## config.mk

```make
export PLATFORM = sky130hd
export DESIGN_NAME = disp_marquee_flat
export DESIGN_NICKNAME = d
export VERILOG_FILES = /design/src/rtl/disp_marquee_if.sv /design/src/rtl/disp_marquee.sv /design/src/flat_wrapper.sv
export SDC_FILE = /design/constraint.sdc
export NUM_CORES = 1
export LEC_CHECK = 0
export ABC_AREA = 1
export CELL_PAD_IN_SITES_DETAIL_PLACEMENT = 0
export CELL_PAD_IN_SITES_GLOBAL_PLACEMENT = 1
export CORE_ASPECT_RATIO = 0.9
export CORE_UTILIZATION = 39
export DETAILED_ROUTE_END_ITERATION = 8
export GPL_TIMING_DRIVEN = 0
export PLACE_DENSITY_LB_ADDON = 0.1
export SLEW_MARGIN = 20
export SYNTH_ARGS = -nofsm -noshare
export SYNTH_HDL_FRONTEND = slang
export SYNTH_SLANG_ARGS = --single-unit
```

## constraint.sdc

```tcl
create_clock -name clk -period 10 [get_ports clk]
set_input_delay 2 -clock clk [delete_from_list [all_inputs] [get_ports clk]]
set_output_delay 2 -clock clk [all_outputs]
set_load 0.005 [all_outputs]
```

## src/rtl/disp_marquee_if.sv

```systemverilog
// rtl/disp_marquee_if.sv - bus between taxi controller and LED marquee selector
interface disp_marquee_if #(
  parameter int NUM_DIG   = 4,
  parameter int NUM_CH    = 3,
  parameter int LABEL_LEN = 5
);
  localparam int CHW = $clog2(NUM_CH + 1);

  logic                          tick;
  logic [1:0]                    state;
  logic [CHW-1:0]                sel;
  logic [NUM_CH*NUM_DIG*8-1:0]   values;
  logic [NUM_CH*LABEL_LEN*7-1:0] labels;
  logic [NUM_DIG*8-1:0]          digit;
  logic [CHW-1:0]                mq_ch;
  logic                          mq_done;

  modport master (
    output tick, state, sel, values, labels,
    input  digit, mq_ch, mq_done
  );

  modport slave (
    input  tick, state, sel, values, labels,
    output digit, mq_ch, mq_done
  );
endinterface

```

## src/rtl/disp_marquee.sv

```systemverilog
// rtl/disp_marquee.sv - parametrised LED digit selector with idle scrolling marquee
module disp_marquee #(
  parameter int         NUM_DIG   = 4,
  parameter int         NUM_CH    = 3,
  parameter int         LABEL_LEN = 5,
  parameter int         BLINKS    = 2,
  parameter int         ON_TICKS  = 3,
  parameter int         OFF_TICKS = 3,
  parameter bit         LOOP      = 1'b1,
  parameter logic [1:0] IDLE_CODE = 2'b00
) (
  input  logic           clk,
  input  logic           rst_n,
  disp_marquee_if.slave  bus
);
  localparam int CHW    = $clog2(NUM_CH + 1);
  localparam int DW     = NUM_DIG * 8;
  localparam int PER    = ON_TICKS + OFF_TICKS;
  localparam int SCROLL = LABEL_LEN + NUM_DIG;
  localparam int CH_LEN = SCROLL + 1 + BLINKS * PER;
  localparam int PCW    = $clog2(CH_LEN + 1);
  localparam int BPW    = $clog2(PER + 1);

  if (NUM_DIG < 1 || NUM_CH < 1 || LABEL_LEN < 1 || ON_TICKS < 1 || OFF_TICKS < 1) begin : g_param_check
    $error("disp_marquee: NUM_DIG, NUM_CH, LABEL_LEN, ON_TICKS and OFF_TICKS must be >= 1");
  end

  logic [NUM_CH*DW-1:0]   lock_q, lock_d;
  logic [PCW-1:0]         pc_q, pc_d;
  logic [CHW-1:0]         ch_q, ch_d;
  logic [BPW-1:0]         bp_q, bp_d;
  logic                   stop_q, stop_d;
  logic                   prev_idle_q;
  logic [DW-1:0]          digit_q, digit_d;
  logic                   done_q, done_d;

  logic                   idle, entry;
  logic [LABEL_LEN*7-1:0] lab_row;
  logic [DW-1:0]          lock_row, man_row, frame_d;

  assign idle  = (bus.state == IDLE_CODE);
  assign entry = idle && !prev_idle_q;

  // Pick the rows of the current channel / manual selection and render the marquee frame
  always_comb begin
    lab_row  = '1;
    lock_row = '1;
    man_row  = '1;
    for (int c = 0; c < NUM_CH; c++) begin
      if (ch_q == CHW'(c)) begin
        lab_row  = bus.labels[c*LABEL_LEN*7 +: LABEL_LEN*7];
        lock_row = lock_q[c*DW +: DW];
      end
      if (bus.sel == CHW'(c + 1)) begin
        man_row = bus.values[c*DW +: DW];
      end
    end
    frame_d = '1;
    if (pc_q >= PCW'(1) && pc_q <= PCW'(SCROLL - 1)) begin
      // Window of NUM_DIG characters sliding right-to-left across the label
      for (int i = 0; i < NUM_DIG; i++) begin
        for (int j = 0; j < LABEL_LEN; j++) begin
          if (int'(pc_q) - NUM_DIG + i == j) begin
            frame_d[(NUM_DIG-1-i)*8 +: 8] = {lab_row[j*7 +: 7], 1'b1};
          end
        end
      end
    end else if (pc_q > PCW'(SCROLL) && bp_q < BPW'(ON_TICKS)) begin
      frame_d = lock_row;
    end
  end

  // Next-state for snapshot, phase/channel counters and the displayed frame
  always_comb begin
    lock_d  = lock_q;
    pc_d    = pc_q;
    ch_d    = ch_q;
    bp_d    = bp_q;
    stop_d  = stop_q;
    done_d  = 1'b0;
    digit_d = frame_d;
    if (!idle) begin
      pc_d    = '0;
      ch_d    = '0;
      bp_d    = '0;
      stop_d  = 1'b0;
      digit_d = man_row;
    end else if (entry) begin
      lock_d  = bus.values;
      pc_d    = '0;
      ch_d    = '0;
      bp_d    = '0;
      stop_d  = 1'b0;
      digit_d = '1;
    end else if (stop_q) begin
      digit_d = '1;
    end else if (bus.tick) begin
      if (pc_q == PCW'(CH_LEN - 1)) begin
        pc_d = '0;
        bp_d = '0;
        if (ch_q == CHW'(NUM_CH - 1)) begin
          ch_d   = '0;
          done_d = 1'b1;
          stop_d = ~LOOP;
        end else begin
          ch_d = ch_q + CHW'(1);
        end
      end else begin
        pc_d = pc_q + PCW'(1);
        // bp tracks the position inside the current on/off blink period
        if (pc_q == PCW'(SCROLL)) begin
          bp_d = '0;
        end else if (pc_q > PCW'(SCROLL)) begin
          bp_d = (bp_q == BPW'(PER - 1)) ? '0 : bp_q + BPW'(1);
        end
      end
    end
  end

  // State and output registers
  always_ff @(posedge clk or negedge rst_n) begin
    if (!rst_n) begin
      lock_q      <= '1;
      pc_q        <= '0;
      ch_q        <= '0;
      bp_q        <= '0;
      stop_q      <= 1'b0;
      prev_idle_q <= 1'b0;
      digit_q     <= '1;
      done_q      <= 1'b0;
    end else begin
      lock_q      <= lock_d;
      pc_q        <= pc_d;
      ch_q        <= ch_d;
      bp_q        <= bp_d;
      stop_q      <= stop_d;
      prev_idle_q <= idle;
      digit_q     <= digit_d;
      done_q      <= done_d;
    end
  end

  assign bus.digit   = digit_q;
  assign bus.mq_ch   = ch_q;
  assign bus.mq_done = done_q;
endmodule

```

## src/flat_wrapper.sv

```systemverilog
// flat-port wrapper written by rule: the top's interface ports become plain ports
module disp_marquee_flat 
#(
  parameter int         NUM_DIG   = 4,
  parameter int         NUM_CH    = 3,
  parameter int         LABEL_LEN = 5,
  parameter int         BLINKS    = 2,
  parameter int         ON_TICKS  = 3,
  parameter int         OFF_TICKS = 3,
  parameter bit         LOOP      = 1'b1,
  parameter logic [1:0] IDLE_CODE = 2'b00
)
  (clk, rst_n, bus_tick, bus_state, bus_sel, bus_values, bus_labels, bus_digit, bus_mq_ch, bus_mq_done);
  disp_marquee_if #(.NUM_DIG(NUM_DIG), .NUM_CH(NUM_CH), .LABEL_LEN(LABEL_LEN)) bus_i ();
  input  logic clk;
  input  logic rst_n;
  input wire logic [$bits(bus_i.tick)-1:0] bus_tick;
  input wire logic [$bits(bus_i.state)-1:0] bus_state;
  input wire logic [$bits(bus_i.sel)-1:0] bus_sel;
  input wire logic [$bits(bus_i.values)-1:0] bus_values;
  input wire logic [$bits(bus_i.labels)-1:0] bus_labels;
  output wire logic [$bits(bus_i.digit)-1:0] bus_digit;
  output wire logic [$bits(bus_i.mq_ch)-1:0] bus_mq_ch;
  output wire logic [$bits(bus_i.mq_done)-1:0] bus_mq_done;
  assign bus_i.tick = bus_tick;
  assign bus_i.state = bus_state;
  assign bus_i.sel = bus_sel;
  assign bus_i.values = bus_values;
  assign bus_i.labels = bus_labels;
  assign bus_digit = bus_i.digit;
  assign bus_mq_ch = bus_i.mq_ch;
  assign bus_mq_done = bus_i.mq_done;
  disp_marquee #(.NUM_DIG(NUM_DIG), .NUM_CH(NUM_CH), .LABEL_LEN(LABEL_LEN), .BLINKS(BLINKS), .ON_TICKS(ON_TICKS), .OFF_TICKS(OFF_TICKS), .LOOP(LOOP), .IDLE_CODE(IDLE_CODE)) u_core (.clk(clk), .rst_n(rst_n), .bus(bus_i));
endmodule
```

==> metrics.csv, run 1 <==
stage,metric,value,unit
logic_synthesis,"flops & latches, synth",141,
clock_tree,cell at the root of the clock tree,clkbuf_16,
logic_synthesis,count of unique library cells instantiated by Yosys,48,
grt,largest net degree at the start of global routing,99,
clock_tree,# H-tree levels,4,
detailed_routing,drt via density,5.42,
setup_path,Crit Path Class,flip-flop to flip-flop,
setup_path,crit path capture,u_core.bus.digit[22],
timing,pins over their slew limit,0,
final_layout,"top library cells by usage in the layout, fill and taps aside","nand2_1 (311), clkdlybuf4s50_1 (239), inv_1 (185)",
grt,number of global-route vias before repair,10800,
placed_design,Setup WS pre-CTS,5.51,ns
final_layout,total area of multi-input combinational cells,5620,µm²
grt,total overflow reported by the global router,0,
setup_path,Critical R2R Launch,u_core.pc_q[3],
final_layout,fill cell count,2577,
grt,number of antenna violations at the first check in global routing,2,
timing,unrepaired setup endpoints after global routing,false,
floorplanning,initial cell density of the core,0.398,
timing,Max Fclk,0.220,GHz
setup_path,flop2flop setup slack,5.45,ns
outcome,run status,"finished, final reports clean",
setup_path,kind of launch point of the worst setup path,flip-flop,
grt,global-route usage over all layers,0.309,
clock_tree,CTS hold repair buffers,0,
clock_tree,TritonCTS clock tree,built,
timing,final worst path period share,0.455,
setup_path,timing startpoint of the critical path,u_core.pc_q[3],
power_and_ir_drop,pwr/cell area,146,nW/µm²
clock_tree,total number of clock tree sinks,141,
grt,global-route wire length before repair,63100,µm
logic_synthesis,commonest register cell after synthesis,dfstp_2,
detailed_routing,iteration-0 DRC count of the detailed router,1008,
timing,slew of the pin with the lowest slew margin,0.895,ns
job,max-cap violation count,0,
clock_tree,count of instances resized after the clock tree is built,0,
floorplanning,Die Ht,157,µm
timing,shortest period the worst path allows,4.55,ns
placed_design,placed cell areas,13300,µm²
logic_synthesis,mean instance size in the synthesized netlist,7.30,µm²
clock_tree,Worst-path clk slew,0.06,ns
setup_path,type of element capturing the critical path,flip-flop,
logic_synthesis,post-synthesis instance area,10400,µm²
placed_design,HPWL reported at the end of detailed placement,32700,µm
floorplanning,width of the die,174,µm
floorplanning,Die Area,27300,µm²
logic_synthesis,Post-synth EDFFs,0,
setup_path,Crit path required time,10.36,ns
detailed_routing,number of search-and-repair iterations in the first detailed-routing pass,8,
final_layout,post-route cell area,14000,µm²
power_and_ir_drop,switching power,606,µW
final_layout,layout overhead on the synthesized area,34.2,%
final_layout,number of nets in the layout,1925,
power_and_ir_drop,switching share of power,0.297,
detailed_routing,Final Routed Wirelength,41800,µm
floorplanning,area of the core,26100,µm²
timing,largest clock skew in the final design,0.00902,ns
timing,"Setup violations, final",0,
detailed_routing,residual antenna-violating net count after detailed routing,0,
logic_synthesis,YS warnings,0,
timing,setup ws final,5.45,ns
placed_design,Placer Congestion,1.01,
placed_design,count of buffers inserted at the top-level ports,240,
logic_synthesis,share of synthesized flip-flops with an asynchronous set or reset,1.00,
detailed_routing,routed length per instance,20.4,µm
power_and_ir_drop,Max IR drop VDD,0.104,mV
setup_path,worst reg2reg path depth,17,
floorplanning,number of core rows,56,
final_layout,utilization after layout,0.534,
logic_synthesis,sequential cell area fraction in the yosys report,0.355,
clock_tree,source-to-sink clock delay at the later pin of the worst-skew pair,0.44,ns
power_and_ir_drop,power share of the combinational group,0.268,
clock_tree,number of buffers created by CTS,17,
floorplanning,count of boundary I/O pins,243,
power_and_ir_drop,Internal,1.44,mW
power_and_ir_drop,share of power burned in the clock network,0.363,
clock_tree,Post CTS Setup Buffer Count,0,
logic_synthesis,Mapped Cells,1424,
power_and_ir_drop,Sequential Power Share,0.369,
setup_path,r2r endpoint,u_core.bus.digit[22],
detailed_routing,routed vias,11100,
final_layout,"commonest non-fill, non-tap cell in the layout",nand2_1,
clock_tree,maximum count of clock buffers along a single path,2,
timing,Slew HR,0.397,
final_layout,Reg area,3690,µm²
timing,final hold vios,0,
power_and_ir_drop,standby leakage power,6.21,nW
setup_path,Critical Path Fanout Max,19,
timing,aggregate negative setup slack,0,ns
detailed_routing,DRC violations left,0,
min_path,path class of the lowest-slack min-delay path,flip-flop to flip-flop,
logic_synthesis,Post-Syn Nets,1665,
final_layout,proportion of layout cells with a drive suffix above 1,0.181,
setup_path,data arrival time of the critical path,4.91,ns
==> through the flow <==
stage | hold slack, ns | std cells | total power [mW]
after floorplan | 0.467 | 1424 | 1.04
after global placement | 0.477 | 2012 | 1.29
after detailed placement | 0.484 | 2013 | 1.30
after CTS | 0.494 | 2044 | 2.04
after global routing | 0.502 | 2046 | 2.13
final | 0.492 | 2046 | 2.04
==> synth_stat cells (all sizes together), types with 3 or more instances <==
cell,count,area share
a211oi,18,0.013
a21oi,97,0.048
a22oi,5,0.0036
a31oi,3,0.0018
a32oi,3,0.0025
buf,40,0.022
clkbuf,33,0.012
dfrtp,13,0.031
dfstp,128,0.32
ha,33,0.040
inv,199,0.072
mux2,51,0.055
nand2,324,0.12
nand3,115,0.057
nand3b,5,0.0036
nand4,19,0.011
nor2,88,0.043
nor3,15,0.0093
o211ai,3,0.0026
o21ai,173,0.084
o21bai,3,0.0022
o221ai,28,0.024
o22ai,18,0.011
or2,3,0.0018
==> per-layer routing <==
| metal | GRT usage | vias up | wire length, µm |
|---|---|---|---|
| li1 | - | 5295 | - |
| met1 | 0.441 | 5281 | 19500 |
| met2 | 0.471 | 455 | 18200 |
| met3 | 0.0609 | 56 | 3100 |
| met4 | 0.0940 | 0 | 1050 |
| met5 | 0 | - | 0 |
==> power groups by stage <==
stage	Combinational, mW	Clock, mW	Sequential (mW)
floorplan	0.289	0	0.747
global placement	0.532	0	0.756
detailed placement	0.539	0	0.758
CTS	0.542	0.747	0.751
global route	0.600	0.771	0.763
finish	0.548	0.741	0.754
==> how the worst min path moves through the flow <==
stage / end / from / cells after the start
2_1_floorplan: u_core.lock_q[62] / u_core.lock_q[62] / 2
3_3_place_gp: u_core.lock_q[62] / u_core.lock_q[62] / 2
3_5_place_dp: u_core.lock_q[26] / u_core.lock_q[26] / 2
4_1_cts: u_core.lock_q[26] / u_core.lock_q[26] / 2
5_1_grt: u_core.lock_q[25] / u_core.lock_q[25] / 2
6_report: u_core.lock_q[29] / u_core.lock_q[29] / 2
==> flip-flops by register name (all words and copies together), names as in the netlist <==
| register | flops |
|---|---|
| u_core.stop_q | 1 |
| u_core.bus.mq_ch | 2 |
| u_core.prev_idle_q | 1 |
| u_core.lock_q | 96 |
| u_core.pc_q | 5 |
| u_core.bus.digit | 32 |
| u_core.bp_q | 3 |
| u_core.bus.mq_done | 1 |
==> critical path: stages (launching register included) <==
cell and delay, ns:
dfrtp_1 0.41, inv_1 0.24, nand2_2 0.11, nor2_2 0.69
inv_1 0.13, nor2_1 0.49, nand2_1 0.12, ha_1 0.32
nand2_1 0.06, nor2_1 0.12, nand2_1 0.23, nor2_2 0.39
nand3_1 0.29, clkbuf_1 0.29, o21ai_0 0.20, inv_1 0.05
nand2_1 0.20, a21oi_2 0.10
==> layout make-up <==
cell class              instances  area share
inverters                     199      0.0535
clock buffers                  20      0.0335
repair buffers                241       0.174
multi-input cells            1011       0.402
clock inverters                11      0.0152
well taps                     348      0.0312
flip-flops and latches        141       0.264
diodes                          2    0.000359
plain buffers                  73      0.0250
==> cell families (layout without fill, tap and decap cells) <==
logic type,Yosys count,count (layout),synth area share
adders and majority gates,33,33,0.0397
and+or+nand+nor,571,571,0.248
other,0,2,0
AOI/OAI and AO/OA,355,355,0.196
xor gates and xnor gates,1,1,0.000842
buffers and inverters,272,544,0.105
muxes,51,51,0.0552
DFF,141,141,0.355
(Power assumes the default switching activity.)
==> run 2: changes to the inputs <==
--- a/config.mk
+++ b/config.mk
@@ -9,7 +9,7 @@
 export CELL_PAD_IN_SITES_DETAIL_PLACEMENT = 0
 export CELL_PAD_IN_SITES_GLOBAL_PLACEMENT = 1
 export CORE_ASPECT_RATIO = 0.9
-export CORE_UTILIZATION = 39
+export CORE_UTILIZATION = 33
 export DETAILED_ROUTE_END_ITERATION = 8
 export GPL_TIMING_DRIVEN = 0
 export PLACE_DENSITY_LB_ADDON = 0.1
==> constraint.sdc (replaced) <==
create_clock -name clk -period 3.9 [get_ports clk]
set_input_delay 0.78 -clock clk [delete_from_list [all_inputs] [get_ports clk]]
set_output_delay 0.78 -clock clk [all_outputs]
set_load 0.005 [all_outputs]
==> metrics.csv, run 2 (synthesis gave the netlist of run 1 again) <==
stage,metric,value,unit,change
outcome,run status,"finished, final reports clean",,unchanged
placed_design,HPWL reported at the end of detailed placement,34100,µm,was 32700 µm
clock_tree,number of buffers created by CTS,17,,unchanged
detailed_routing,number of search-and-repair iterations in the first detailed-routing pass,6,,was 8
placed_design,placed cell areas,13300,µm²,about the same
detailed_routing,residual antenna-violating net count after detailed routing,0,,unchanged
grt,global-route wire length before repair,65500,µm,was 63100 µm
power_and_ir_drop,power share of the combinational group,0.273,,was 0.268
setup_path,longest individual stage delay on the worst path,0.46,ns,was 0.69 ns
floorplanning,Die Area,32200,µm²,was 27300 µm²
power_and_ir_drop,standby leakage power,6.26,nW,was 6.21 nW
detailed_routing,drt via density,5.26,,was 5.42
power_and_ir_drop,pwr/cell area,368,nW/µm²,was 146 nW/µm²
timing,shortest period the worst path allows,3.62,ns,was 4.55 ns
floorplanning,Die Ht,170,µm,was 157 µm
final_layout,post-route cell area,14200,µm²,was 14000 µm²
power_and_ir_drop,switching share of power,0.302,,was 0.297
detailed_routing,routed length per instance,20.7,µm,was 20.4 µm
setup_path,Crit Path Class,flip-flop to flip-flop,,unchanged
power_and_ir_drop,Tot Pwr,5.21,mW,was 2.04 mW
placed_design,count of buffers inserted at the top-level ports,240,,unchanged
final_layout,fill cell count,3171,,was 2577
timing,Slew HR,0.376,,was 0.397
clock_tree,cell at the root of the clock tree,clkbuf_16,,unchanged
timing,largest clock skew in the final design,0.00527,ns,was 0.00902 ns
final_layout,number of flip-flops in the largest register,96,,unchanged
floorplanning,initial cell density of the core,0.336,,was 0.398
timing,final hold vios,0,,unchanged
power_and_ir_drop,Max IR drop VDD,0.344,mV,was 0.104 mV
clock_tree,source-to-sink clock delay at the later pin of the worst-skew pair,0.43,ns,was 0.44 ns
setup_path,data arrival time of the critical path,3.94,ns,was 4.91 ns
timing,"Setup violations, final",0,,unchanged
timing,aggregate negative setup slack,0,ns,unchanged
clock_tree,total number of clock tree sinks,141,,unchanged
detailed_routing,Final Routed Wirelength,43800,µm,was 41800 µm
final_layout,number of nets in the layout,1930,,was 1925
detailed_routing,routed vias,11100,,about the same
clock_tree,maximum count of clock buffers along a single path,2,,unchanged
setup_path,Critical Path Fanout Max,10,,was 19
setup_path,type of element capturing the critical path,flip-flop,,unchanged
floorplanning,count of boundary I/O pins,243,,unchanged
clock_tree,CTS hold repair buffers,0,,unchanged
power_and_ir_drop,share of power burned in the clock network,0.357,,was 0.363
grt,total overflow reported by the global router,0,,unchanged
setup_path,Crit path required time,4.23,ns,was 10.36 ns
grt,largest net degree at the start of global routing,94,,was 99
floorplanning,width of the die,189,µm,was 174 µm
timing,final worst path period share,0.927,,was 0.455
clock_tree,Worst-path clk slew,0.06,ns,about the same
final_layout,proportion of layout cells with a drive suffix above 1,0.197,,was 0.181
final_layout,"commonest non-fill, non-tap cell in the layout",nand2_1,,unchanged
placed_design,Placer Congestion,1.02,,was 1.01
power_and_ir_drop,switching power,1.58,mW,was 606 µW
timing,unrepaired setup endpoints after global routing,false,,unchanged
detailed_routing,DRC violations left,0,,unchanged
setup_path,kind of launch point of the worst setup path,flip-flop,,unchanged
setup_path,highest-delay cell along the critical path,dfrtp_2,,was nor2_2
clock_tree,# H-tree levels,4,,unchanged
final_layout,layout overhead on the synthesized area,36.1,%,was 34.2%
floorplanning,area of the core,30900,µm²,was 26100 µm²
clock_tree,TritonCTS clock tree,built,,unchanged
power_and_ir_drop,Sequential Power Share,0.371,,was 0.369
final_layout,Largest Register,u_core.lock_q,,unchanged
setup_path,count of buffering cells on the critical path with inverters included,4,,unchanged
detailed_routing,iteration-0 DRC count of the detailed router,1094,,was 1008
grt,global-route usage over all layers,0.273,,was 0.309
floorplanning,number of core rows,61,,was 56
timing,slew of the pin with the lowest slew margin,0.926,ns,was 0.895 ns
setup_path,"delay-heaviest family, CP",simple AND/OR/NAND/NOR gates,,unchanged
final_layout,"top library cells by usage in the layout, fill and taps aside","nand2_1 (308), clkdlybuf4s50_1 (239), inv_1 (184)",,"was nand2_1 (311), clkdlybuf4s50_1 (239), inv_1 (185)"
timing,pins over their slew limit,0,,unchanged
min_path,path class of the lowest-slack min-delay path,flip-flop to flip-flop,,unchanged
grt,number of antenna violations at the first check in global routing,1,,was 2
grt,number of global-route vias before repair,10900,,was 10800
power_and_ir_drop,Internal,3.64,mW,was 1.44 mW
job,max-cap violation count,0,,unchanged
timing,Max Fclk,0.277,GHz,was 0.220 GHz
setup_path,crit-path cells,inv_4 > ha_2 > inv_1 > nand2_2 > nand2_2 > nor2_2 > inv_1 > nor2_2 > nand2_1 > ha_1 > nand2_1 > nor2_1 > nand3b_1 > nor2_2 > nand2_1 > o21ai_0 > inv_1 > a21oi_1,,was inv_1 > nand2_2 > nor2_2 > inv_1 > nor2_1 > nand2_1 > ha_1 > nand2_1 > nor2_1 > nand2_1 > nor2_2 > nand3_1 > clkbuf_1 > o21ai_0 > inv_1 > nand2_1 > a21oi_2
-- run 2: cell types whose count changed in the layout (fill, tap and decap cells not counted), sizes merged --
| cell | before | now |
|---|---|---|
| buf | 42 | 46 |
| clkbuf | 53 | 55 |
| diode | 2 | 1 |
| clkinvlp | 0 | 1 |
| bufinv | 6 | 5 |
-- run 2: cell type report --
cell class                 instances  area [µm²]  area share
timing repair buffer             246        2470       0.175
clock buffer                      21         480      0.0340
tap                              409         512      0.0362
sequential                       141        3690       0.261
clock inverter                    11         186      0.0132
buffer                            73         355      0.0251
multi-input combinational       1011        5700       0.403
inverter                         199         752      0.0531
antenna                            1        2.50    0.000177
-- run 2: worst reg2reg max path, delay by kind of cell (launching register included) --
kind	cells	cell delay [ns]
DFF	1	0.46
and+or+nand+nor	10	1.67
buffers and inverters	4	0.36
adders and majority gates	2	0.50
AOI/OAI and AO/OA	2	0.52
-- run 2: power groups by stage --
stage          Sequential, mW  Combinational (mW)  Clock, mW
5_1_grt                  1.96                1.56       1.94
3_3_place_gp             1.94                1.39          0
3_5_place_dp             1.95                1.41          0
6_report                 1.93                1.42       1.86
4_1_cts                  1.93                1.42       1.88
2_1_floorplan            1.91               0.742          0
-- run 2: through the flow --
step                      instances   util  setup slack [ns]  hold WS, ns
final                          2112  0.458             0.284        0.491
after global placement         2073  0.431             -3.86        0.479
after floorplan                1424      -             0.678        0.467
after CTS                      2107  0.454            0.0157        0.493
after detailed placement       2074  0.432            -0.662        0.483
after global routing           2112  0.458           0.00260        0.505
-- run 2: what timing repair did --
item / in CTS / in global routing
pin swaps: 2 / 5
resized for setup: 10 / 21
buffers inserted: 1 / 4
setup endpoints to repair: 21 / 21
gates cloned: 0 / 0
-- run 2: per-layer routing --
| metal | GRT usage | up-vias | wire, µm | part of all wire |
|---|---|---|---|---|
| li1 | - | 5319 | - | - |
| met1 | 0.394 | 5341 | 21100 | 0.48 |
| met2 | 0.413 | 404 | 19100 | 0.44 |
| met3 | 0.0462 | 54 | 2660 | 0.061 |
| met4 | 0.0842 | 0 | 984 | 0.022 |
| met5 | 0 | - | 0 | 0 |
-- run 2: final timing paths --
path	start	to	slack (ns)	depth (start not counted)
worst max-delay path	u_core.pc_q[2]	u_core.bus.digit[14]	0.28	18
worst min-delay path	u_core.lock_q[58]	u_core.lock_q[58]	0.49	2
worst max register to register	u_core.pc_q[2]	u_core.bus.digit[14]	0.28	18
worst min register to register	u_core.lock_q[58]	u_core.lock_q[58]	0.49	2
max in group asynchronous	rst_n	u_core.pc_q[2]	2.78	2
min in group asynchronous	rst_n	u_core.lock_q[35]	0.55	1
==> run 3: changes to the inputs <==
--- a/config.mk
+++ b/config.mk
@@ -17,3 +17,4 @@
 export SYNTH_ARGS = -nofsm -noshare
 export SYNTH_HDL_FRONTEND = slang
 export SYNTH_SLANG_ARGS = --single-unit
+export TNS_END_PERCENT = 5
==> metrics.csv, run 3 (synthesis gave the netlist of run 1 again) <==
stage,metric,value,unit,change
clock_tree,total number of clock tree sinks,141,,unchanged
setup_path,type of element capturing the critical path,flip-flop,,unchanged
final_layout,final std cells w/o fill,2112,,unchanged
detailed_routing,number of search-and-repair iterations in the first detailed-routing pass,6,,unchanged
final_layout,number of flip-flops in the largest register,96,,unchanged
floorplanning,area of the core,30900,µm²,unchanged
floorplanning,number of core rows,61,,unchanged
floorplanning,width of the die,189,µm,unchanged
outcome,run status,"finished, final reports clean",,unchanged
floorplanning,count of boundary I/O pins,243,,unchanged
timing,slew of the pin with the lowest slew margin,0.987,ns,was 0.926 ns
timing,final worst path period share,0.933,,was 0.927
power_and_ir_drop,Internal,3.64,mW,about the same
timing,Slew HR,0.335,,was 0.376
grt,global-route usage over all layers,0.273,,unchanged
timing,final worst hold slack,0.490,ns,was 0.491 ns
placed_design,placed cell areas,13300,µm²,unchanged
power_and_ir_drop,power share of the combinational group,0.272,,was 0.273
power_and_ir_drop,standby leakage power,6.26,nW,about the same
timing,setup ws final,0.260,ns,was 0.284 ns
detailed_routing,Final Routed Wirelength,43800,µm,about the same
setup_path,Crit path required time,4.22,ns,was 4.23 ns
floorplanning,Die Ht,170,µm,unchanged
clock_tree,number of buffers created by CTS,17,,unchanged
timing,"Setup violations, final",0,,unchanged
setup_path,highest-delay cell along the critical path,dfrtp_2,,unchanged
clock_tree,Worst-path clk slew,0.06,ns,about the same
final_layout,fill cell count,3171,,unchanged
floorplanning,Die Area,32200,µm²,unchanged
power_and_ir_drop,switching share of power,0.302,,about the same
placed_design,Placed Cells,2074,,unchanged
grt,number of antenna violations at the first check in global routing,1,,unchanged
power_and_ir_drop,switching power,1.57,mW,was 1.58 mW
placed_design,Placer Congestion,1.02,,unchanged
final_layout,"commonest non-fill, non-tap cell in the layout",nand2_1,,unchanged
power_and_ir_drop,Sequential Power Share,0.371,,about the same
power_and_ir_drop,Tot Pwr,5.21,mW,about the same
setup_path,Critical Path Fanout Max,10,,unchanged
timing,aggregate negative setup slack,0,ns,unchanged
clock_tree,# H-tree levels,4,,unchanged
clock_tree,maximum count of clock buffers along a single path,2,,unchanged
detailed_routing,residual antenna-violating net count after detailed routing,0,,unchanged
final_layout,utilization after layout,0.458,,about the same
floorplanning,initial cell density of the core,0.336,,unchanged
grt,number of global-route vias before repair,10900,,unchanged
setup_path,data arrival time of the critical path,3.96,ns,was 3.94 ns
placed_design,HPWL reported at the end of detailed placement,34100,µm,unchanged
timing,Max Fclk,0.275,GHz,was 0.277 GHz
detailed_routing,drt via density,5.26,,unchanged
clock_tree,source-to-sink clock delay at the later pin of the worst-skew pair,0.43,ns,about the same
grt,largest net degree at the start of global routing,94,,unchanged
final_layout,"top library cells by usage in the layout, fill and taps aside","nand2_1 (307), clkdlybuf4s50_1 (239), inv_1 (184)",,"was nand2_1 (308), clkdlybuf4s50_1 (239), inv_1 (184)"
setup_path,crit-path cells,inv_4 > ha_2 > inv_1 > nand2_2 > nand2_2 > nor2_1 > inv_1 > nor2_2 > nand2_1 > ha_1 > nand2_1 > nor2_1 > nand3b_1 > nor2_2 > nand2_1 > o21ai_0 > inv_1 > a21oi_1,,was inv_4 > ha_2 > inv_1 > nand2_2 > nand2_2 > nor2_2 > inv_1 > nor2_2 > nand2_1 > ha_1 > nand2_1 > nor2_1 > nand3b_1 > nor2_2 > nand2_1 > o21ai_0 > inv_1 > a21oi_1
timing,pins over their slew limit,0,,unchanged
final_layout,post-route cell area,14100,µm²,was 14200 µm²
placed_design,Setup WS pre-CTS,-0.662,ns,unchanged
setup_path,Crit Path Class,flip-flop to flip-flop,,unchanged
setup_path,longest individual stage delay on the worst path,0.46,ns,about the same
timing,shortest period the worst path allows,3.64,ns,was 3.62 ns
final_layout,number of nets in the layout,1930,,unchanged
clock_tree,cell at the root of the clock tree,clkbuf_16,,unchanged
min_path,path class of the lowest-slack min-delay path,flip-flop to flip-flop,,unchanged
clock_tree,TritonCTS clock tree,built,,unchanged
detailed_routing,iteration-0 DRC count of the detailed router,1057,,was 1094
detailed_routing,routed vias,11100,,unchanged
timing,final hold vios,0,,unchanged
timing,largest clock skew in the final design,0.00534,ns,was 0.00527 ns
final_layout,layout overhead on the synthesized area,36.0,%,was 36.1%
power_and_ir_drop,share of power burned in the clock network,0.357,,about the same
power_and_ir_drop,pwr/cell area,368,nW/µm²,about the same
grt,global-route wire length before repair,65500,µm,unchanged
final_layout,proportion of layout cells with a drive suffix above 1,0.197,,unchanged
setup_path,kind of launch point of the worst setup path,flip-flop,,unchanged
final_layout,Largest Register,u_core.lock_q,,unchanged
detailed_routing,routed length per instance,20.7,µm,about the same
detailed_routing,DRC violations left,0,,unchanged
timing,unrepaired setup endpoints after global routing,true,,was false
job,max-cap violation count,0,,unchanged
power_and_ir_drop,Max IR drop VDD,0.344,mV,about the same
grt,total overflow reported by the global router,0,,unchanged
clock_tree,CTS hold repair buffers,0,,unchanged
placed_design,count of buffers inserted at the top-level ports,240,,unchanged
==> run 3: cell counts in the layout (fill, tap and decap cells not counted) <==
No cell type changed its count.
==> run 3: power by group through the flow <==
stage | sequential (mW) | combinational (mW) | clock [mW]
floorplan | 1.91 | 0.742 | 0
global placement | 1.94 | 1.39 | 0
detailed placement | 1.95 | 1.41 | 0
CTS | 1.93 | 1.42 | 1.88
global route | 1.96 | 1.56 | 1.94
finish | 1.93 | 1.42 | 1.86
==> run 3: final timing paths <==
| check | from | end | slack (ns) | cells past startpoint |
|---|---|---|---|---|
| setup / recovery | u_core.pc_q[2] | u_core.bus.digit[14] | 0.26 | 18 |
| hold / removal | u_core.lock_q[58] | u_core.lock_q[58] | 0.49 | 2 |
| setup reg to reg | u_core.pc_q[2] | u_core.bus.digit[14] | 0.26 | 18 |
| hold reg to reg | u_core.lock_q[58] | u_core.lock_q[58] | 0.49 | 2 |
| max in group asynchronous | rst_n | u_core.pc_q[3] | 2.76 | 2 |
| min in group asynchronous | rst_n | u_core.lock_q[11] | 0.55 | 1 |
==> run 3: final cells by class <==
| cell class | count | area, µm² | area share |
|---|---|---|---|
| Multi-Input combinational cell | 1011 | 5690 | 0.403 |
| Inverter | 199 | 752 | 0.0532 |
| Antenna cell | 1 | 2.50 | 0.000177 |
| Timing Repair Buffer | 246 | 2470 | 0.175 |
| Clock inverter | 11 | 186 | 0.0132 |
| Buffer | 73 | 355 | 0.0251 |
| Sequential cell | 141 | 3690 | 0.261 |
| Clock buffer | 21 | 480 | 0.0340 |
| Tap cell | 409 | 512 | 0.0362 |
==> run 3: metal layers <==
metal,global-route usage,up-vias,routed length [µm]
met5,0,-,0
met4,0.0842,0,1020
met3,0.0462,52,2860
met2,0.413,418,19000
met1,0.394,5328,20900
li1,-,5320,-
==> run 3: worst max-delay path, delay by kind of cell (launching register included) <==
family	cells	cell delay, ns
AO/OA/AOI/OAI	2	0.53
AND/OR/NAND/NOR	10	1.68
buffers and inverters	4	0.36
adder cells (fa/ha/maj)	2	0.50
flip-flops	1	0.46
==> run 3: repair_timing <==
action / in CTS / in global routing
resized for setup: 10 / 20
setup buffers: 1 / 4
endpoints found under the setup margin: 21 / 21
pin swaps: 2 / 4
